### config.mk
export PLATFORM = sky130hd
export DESIGN_NAME = variance_to_sqrt_feeder
export DESIGN_NICKNAME = d
export VERILOG_FILES = /design/src/rtl/variance_to_sqrt_feeder.sv
export SDC_FILE = /design/constraint.sdc
export NUM_CORES = 2
export LEC_CHECK = 0
export BUFFER_PORTS_ARGS = -buffer_cell sky130_fd_sc_hd__buf_2
export CORE_UTILIZATION = 60
export DETAILED_ROUTE_END_ITERATION = 16
export PLACE_DENSITY = 0.86
export SYNTH_ARGS = -nofsm -noshare
export SYNTH_HDL_FRONTEND = slang
export SYNTH_SLANG_ARGS = --single-unit
### constraint.sdc
create_clock -name clk -period 9.8 [get_ports clk]
set_input_delay 0.98 -clock clk [delete_from_list [all_inputs] [get_ports clk]]
set_output_delay 0.98 -clock clk [all_outputs]
set_load 0.05 [all_outputs]
### src/rtl/variance_to_sqrt_feeder.sv
// variance_to_sqrt_feeder
// Accumulates windows of 2^LOG2_N signed samples and hands the exact floor
// population variance of each window to the integer square-root unit as its
// radicand. Input is blocked while the radicand is being computed and the
// sqrt unit is working.
//
// Ports:
//   clk, rst_n  clock, asynchronous active-low reset
//   clear       synchronous abort: flush the window, abandon any sqrt in flight
//   s_valid     sample valid
//   s_data      signed sample
//   s_ready     sample accepted when s_valid & s_ready (high only in ACCUM)
//   sq_start    one-cycle start pulse to the sqrt unit
//   sq_x        radicand (variance), held between windows, always >= 0
//   sq_done     sqrt completion pulse, honoured only in WAIT
//   busy        high in CALC, ISSUE and WAIT
//   win_cnt     completed windows, wraps at 2^16
//
// state | meaning
// ------+---------------------------------------------------------------
// ACCUM | accepting samples into S (sum) and Q (sum of squares)
// CALC  | one cycle: register sq_x = (N*Q - S*S) >> (2*LOG2_N)
// ISSUE | one cycle: sq_start high, win_cnt increments
// WAIT  | waiting for sq_done, then clear the window and return to ACCUM
module variance_to_sqrt_feeder #(
  parameter int DATA_W = 16,
  parameter int LOG2_N = 4,
  parameter int OUT_W  = 2 * DATA_W
) (
  input  logic                     clk,
  input  logic                     rst_n,
  input  logic                     clear,
  input  logic                     s_valid,
  input  logic signed [DATA_W-1:0] s_data,
  output logic                     s_ready,
  output logic                     sq_start,
  output logic signed [OUT_W-1:0]  sq_x,
  input  logic                     sq_done,
  output logic                     busy,
  output logic [15:0]              win_cnt
);

  localparam int SUM_W = DATA_W + LOG2_N;
  localparam int SQ_W  = 2 * DATA_W + LOG2_N;
  localparam int IW    = 2 * DATA_W + 2 * LOG2_N + 1;

  // Counter value just before the accept that completes the window.
  localparam logic [LOG2_N:0] N_LAST = {1'b0, {LOG2_N{1'b1}}};

  typedef enum logic [1:0] {
    ACCUM,
    CALC,
    ISSUE,
    WAIT
  } state_t;

  state_t                    state;
  logic signed [SUM_W-1:0]   s_sum;
  logic        [SQ_W-1:0]    q_sum;
  logic        [LOG2_N:0]    cnt;

  // Sample square: widen first so the product is exact at 2*DATA_W bits.
  logic signed [2*DATA_W-1:0] samp_ext;
  logic signed [2*DATA_W-1:0] samp_sq;
  logic signed [SUM_W-1:0]    samp_wide;

  assign samp_ext  = {{DATA_W{s_data[DATA_W-1]}}, s_data};
  assign samp_sq   = samp_ext * samp_ext;
  assign samp_wide = {{LOG2_N{s_data[DATA_W-1]}}, s_data};

  // N*Q - S*S in IW bits; the difference is never negative, so the shifted
  // result fits OUT_W with a zero MSB and only the middle slice is kept.
  logic        [IW-1:0] nq;
  logic signed [IW-1:0] s_ext;
  logic signed [IW-1:0] s_sq;
  logic        [IW-1:0] diff;
  logic        [OUT_W-1:0] var_next;
  logic                 unused_diff_bits;

  assign nq       = {{(LOG2_N + 1){1'b0}}, q_sum} << LOG2_N;
  assign s_ext    = {{(IW - SUM_W){s_sum[SUM_W-1]}}, s_sum};
  assign s_sq     = s_ext * s_ext;
  assign diff     = nq - s_sq;
  assign var_next = diff[2*LOG2_N +: OUT_W];
  assign unused_diff_bits = ^{diff[IW-1], diff[2*LOG2_N-1:0]};

  assign s_ready = (state == ACCUM);
  assign busy    = (state != ACCUM);

  always_ff @(posedge clk or negedge rst_n) begin
    if (!rst_n) begin
      state    <= ACCUM;
      s_sum    <= '0;
      q_sum    <= '0;
      cnt      <= '0;
      sq_start <= 1'b0;
      sq_x     <= '0;
      win_cnt  <= '0;
    end else begin
      sq_start <= 1'b0;
      if (clear) begin
        // Abort wins over everything, including a same-cycle sample.
        state <= ACCUM;
        s_sum <= '0;
        q_sum <= '0;
        cnt   <= '0;
      end else begin
        case (state)
          ACCUM: begin
            if (s_valid) begin
              s_sum <= s_sum + samp_wide;
              q_sum <= q_sum + {{LOG2_N{1'b0}}, samp_sq};
              cnt   <= cnt + (LOG2_N + 1)'(1);
              if (cnt == N_LAST) state <= CALC;
            end
          end
          CALC: begin
            sq_x     <= var_next;
            sq_start <= 1'b1;
            state    <= ISSUE;
          end
          ISSUE: begin
            win_cnt <= win_cnt + 16'd1;
            state   <= WAIT;
          end
          WAIT: begin
            if (sq_done) begin
              s_sum <= '0;
              q_sum <= '0;
              cnt   <= '0;
              state <= ACCUM;
            end
          end
          default: state <= ACCUM;
        endcase
      end
    end
  end

endmodule

* After elaboration in Yosys (flattened, before gate mapping)
Index checks and enable logic that the tools add are counted.
** Word-level totals
- Register bits :: 112
- Input bits :: 21
- Output and inout port bits :: 51
- Word-level logic and storage cells :: 48
** Cells by class
- Mux-type cells :: 19
- Add/subtract/negate cells :: 5
- Equal/unequal tests :: 7
- Reduce and logical (&&, ||, !) cells :: 7
- Multiply operators :: 2
- Bitwise logic cells :: 1
** Operator list (number)
- $mux W36 :: 3
- $pmux W36 S2 :: 1
- $mux W20 :: 3
- $mul A20 B20 Y40 :: 1
- $pmux W20 S2 :: 1
- $sub A40 B40 Y40 :: 1
- $add A36 B32 Y36 :: 1
- $mul A16 B16 Y32 :: 1
- $add A20 B16 Y20 :: 1
- $add A16 B1 Y16 const B :: 1
- $mux W5 :: 3
- $pmux W5 S2 :: 1
- $mux W2 :: 4
- $pmux W2 S4 :: 1
- $ne A3 B3 Y1 const B :: 2
- $reduce_and A3 Y1 :: 2
- $add A5 B1 Y5 const B :: 1
- $eq A5 B4 Y1 const B :: 1
- $eq A2 B2 Y1 const B :: 2
- $reduce_and A2 Y1 :: 2
- $ne A3 B2 Y1 const B :: 1
- $reduce_bool A3 Y1 :: 1
- $eq A2 B1 Y1 const B :: 1
- $logic_not A2 Y1 :: 1
- 3 further kinds :: 4

* Logic depth before layout (Yosys ltp)
- Depth after elaboration :: 5
- Gate-level depth with buffers :: 35

* Worst setup path after synthesis
OpenSTA, ideal clock, no wires.
- Kind :: input port to flip-flop
- Start :: in s_data[15]
- End :: reg q_sum[34]
- Stages on the path :: 30
- Setup slack :: 1757 ps
- Required time :: 9671 ps
- Arrival time :: 7914 ps
- Cells stage by stage :: clkbuf_1 > clkbuf_1 > nand2_1 > inv_1 > fa_1 > inv_1 > fa_1 > inv_1 > fa_1 > fa_1 > fa_1 > inv_1 > fa_1 > inv_1 > ha_1 > a211o_1 > a211oi_1 > a21oi_1 > a311o_1 > xor2_1 > ha_1 > a21o_1 > a21oi_1 > nand2_1 > o31ai_1 > a21oi_1 > a31oi_1 > nor3_1 > xnor2_1 > o21ai_1
** Between the ends
- Longest elaborated chain between the ends :: 5
** Ends and longest elaborated chain
- from (decl) :: RTL line 34 : input logic signed [DATA_W-1:0] s_data,
- $mul A16 B16 Y32 :: RTL line 68 : assign samp_sq = samp_ext * samp_ext;
- $add A36 B32 Y36 :: RTL line 112 : q_sum <= q_sum + {{LOG2_N{1'b0}}, samp_sq};
- $mux W36 :: RTL line 110 : if (s_valid) begin
- $pmux W36 S2 :: RTL line 108 : case (state)
- $mux W36 :: RTL line 101 : if (clear) begin
- to (signal assigned) :: RTL line 112
- to (decl) :: RTL line 59 : logic [SQ_W-1:0] q_sum;
Every way passes these cells. The select of a mux whose other input is x is not followed.
A chain may end at the register's enable or synchronous reset.

* Worst setup path after layout
Same ends and word-level chain as after synthesis.

==> metrics.txt <==
status=finished, final reports clean; most used cell along the critical path=fa_1; xor/xnor share of the synthesized area=0.0423; average footprint of a synthesized cell=9.39 um^2; Crit. End Element=register; buffers inserted by post-CTS timing repair=0; compound-gate portion of the synthesized area=0.0829; final critical-path share of the clock period=0.900; drt pass-1 iters=8; total wire length after detailed routing=67800 um; Avg Vias per Cell=5.56; CTS tree=yes; routability congestion estimate=0.920; initial drt markers=1511; post-synthesis simple-gate area fraction=0.110; Critical Path RT=10070 ps; number of failing setup endpoints in the final timing report=0; async set-reset flop share out of synthesis=1.00; via count of the first global-routing pass=~24000; dominant cells by area after synthesis=fa_1, ha_1, inv_1; mean routed wirelength per cell=17.5 um; launch point of the worst path=s_data[15]; die span in x=226 um; max-cap viol count=0; Total Die Area=50900 um^2; nets@finish=4157; maximum level of the CTS H-tree=3; total via count after detailed routing=roughly 22000; unrepaired setup endpoints after global routing=no; classification of the worst-slack hold path=reg -> reg; final hold violation count=0; effective utilization at floorplan=0.610; critical path type=in -> reg; Detailed Place HPWL=around 56000 um; largest net degree at the start of global routing=66; Slew Viols, Final=0; startpoint kind of the worst setup timing path=primary input; GRT Overall Usage=0.293; post-synth cell types=72; overflow left after global routing=0; library cell with the largest summed area after synthesis=fa_1; upper clock frequency limit=0.113 GHz; Max Fanout on Critical Path=30; number of antenna violations at the first check in global routing=2; portion of synthesized cell area occupied by the leading cell type=0.446; Post-Synthesis Net Count=4147; count of flip-flops with a built-in enable after synthesis=0; ratio of cells with drive above 1 in the final layout=0.0436; root cell of the clock tree=clkbuf_16; primary flip-flop cell chosen by synthesis mapping=dfrtp_1; number of hold-repair buffers added at the cts stage=0; clock-pin transition on the worst setup and hold timing paths=80 ps; r2r startpoint=s_sum[0]; gate count after technology mapping=3195; die height=226 um; Clk Latency, worst-skew pair=approximately 400 ps; Core Region=between 40000 and 50000 um^2; Seq/Total Area, Yosys=0.0934; buffers plus inverters on the worst setup path=6; maximum buffer depth of the clock tree=2; Arr. time, crit path=~9000 ps; CP max stage cell=fa_1; cell area after technology mapping=30000 um^2; Slew HR=0.280; fraction of synthesized area in multiplexers=0.00330; leading post-synthesis cells by instance count=inv_1, fa_1, nand2_1, ha_1, dfrtp_1; worst clock skew=around 18 ps; setup_tns=0 ps; CTS-repair resized insts=0; adder-cell share of the synthesized area=0.556; number of buffers created by CTS=9; dominant combinational cell family by area after synthesis=adder cells; Sinks on Clock Net=112; total DRC errors in the routed layout=0; count of synthesis-stage warnings from yosys=0; slew of the pin with the lowest slew margin=1080 ps; # port buffers=slightly above 70; number of nets still failing antenna checks after routing=0; number of diodes added for antenna fixing=0; area growth from synthesis to final layout=4.29%; count of state elements after synthesis=112; I/O pin count=72; most frequently used cell type in the post-synthesis netlist=inv_1; family with the most delay on the worst path=adder cells; number of rows created at floorplan=81; first-pass GRT wire length=between 100000 and 150000 um; shortest clock period the worst path allows after layout=8820 ps; largest incremental delay on the critical path=around 530 ps; beginning of the worst hold path=sq_x[2]
[sequential cells by signal, summed over array words and instances (netlist names)]
register,cells
cnt,5
sq_start,1
q_sum,36
win_cnt,16
state,2
s_sum,20
sq_x,32
[area by class of cell]
type	count	area (um^2)
Tap cell	664	831
Clock inverter	6	52.6
Sequential cell	112	2800
Clock buffer	9	225
Inverter	805	3020
Fill cell	3779	17900
Multi-Input combinational cell	2184	23800
Timing Repair Buffer	93	523
[worst paths after layout]
kind                            slack [ps]  cells past startpoint        end
worst min register to register         470                      2    sq_x[2]
max in group asynchronous             7890                      2   sq_x[31]
min in group asynchronous              710                      1   q_sum[8]
worst min-delay path                   470                      2    sq_x[2]
worst max register to register        1580                     24   sq_x[31]
worst max-delay path                   980                     29  q_sum[34]
[per-layer routing]
metal	track usage	routed length, um	vias up
met1	0.356	25800	10959
met5	0	24	-
met2	0.518	34600	715
li1	-	-	9687
met3	0.0488	4430	178
met4	0.119	2970	4
[layout by cell type (no fill, tap or decap), types with 70 or more instances in the layout]
master	synthesis	final
inv_1	805	805
fa_1	668	668
nand2_1	353	353
ha_1	263	263
dfrtp_1	112	112
o21ai_0	104	104
and2_1	97	97
nor2_1	94	93
a21oi_1	92	92
xnor2_1	89	89
buf_2	0	70
[cell families (layout without fill, tap and decap cells)]
| group | count (synthesis) | after routing |
|---|---|---|
| adder cells (fa/ha/maj) | 931 | 931 |
| XOR/XNOR | 145 | 145 |
| other | 1 | 1 |
| flip-flops | 112 | 112 |
| buffers and inverters | 899 | 913 |
| multiplexers | 9 | 9 |
| AND/OR/NAND/NOR | 711 | 711 |
| AO/OA/AOI/OAI | 387 | 387 |
[through the flow]
stage	utilization	setup slack [ps]	std cells	area (um^2)	hold WS, ps
finish	0.636	984	3873	31300	472
global placement	0.631	966	3858	31000	451
global route	0.636	544	3873	31300	500
floorplan	-	1760	3195	30000	450
detailed placement	0.631	723	3858	31000	455
CTS	0.636	1110	3873	31300	474
[tightest hold or removal path: stages, from the launching register on]
cell and delay, ps:
dfrtp_1 350, nand2_1 50, nand2_1 50
Power is left out: the tool's default activity adds up to more than one toggle a clock period on the data nets, which glitch-free logic cannot reach.
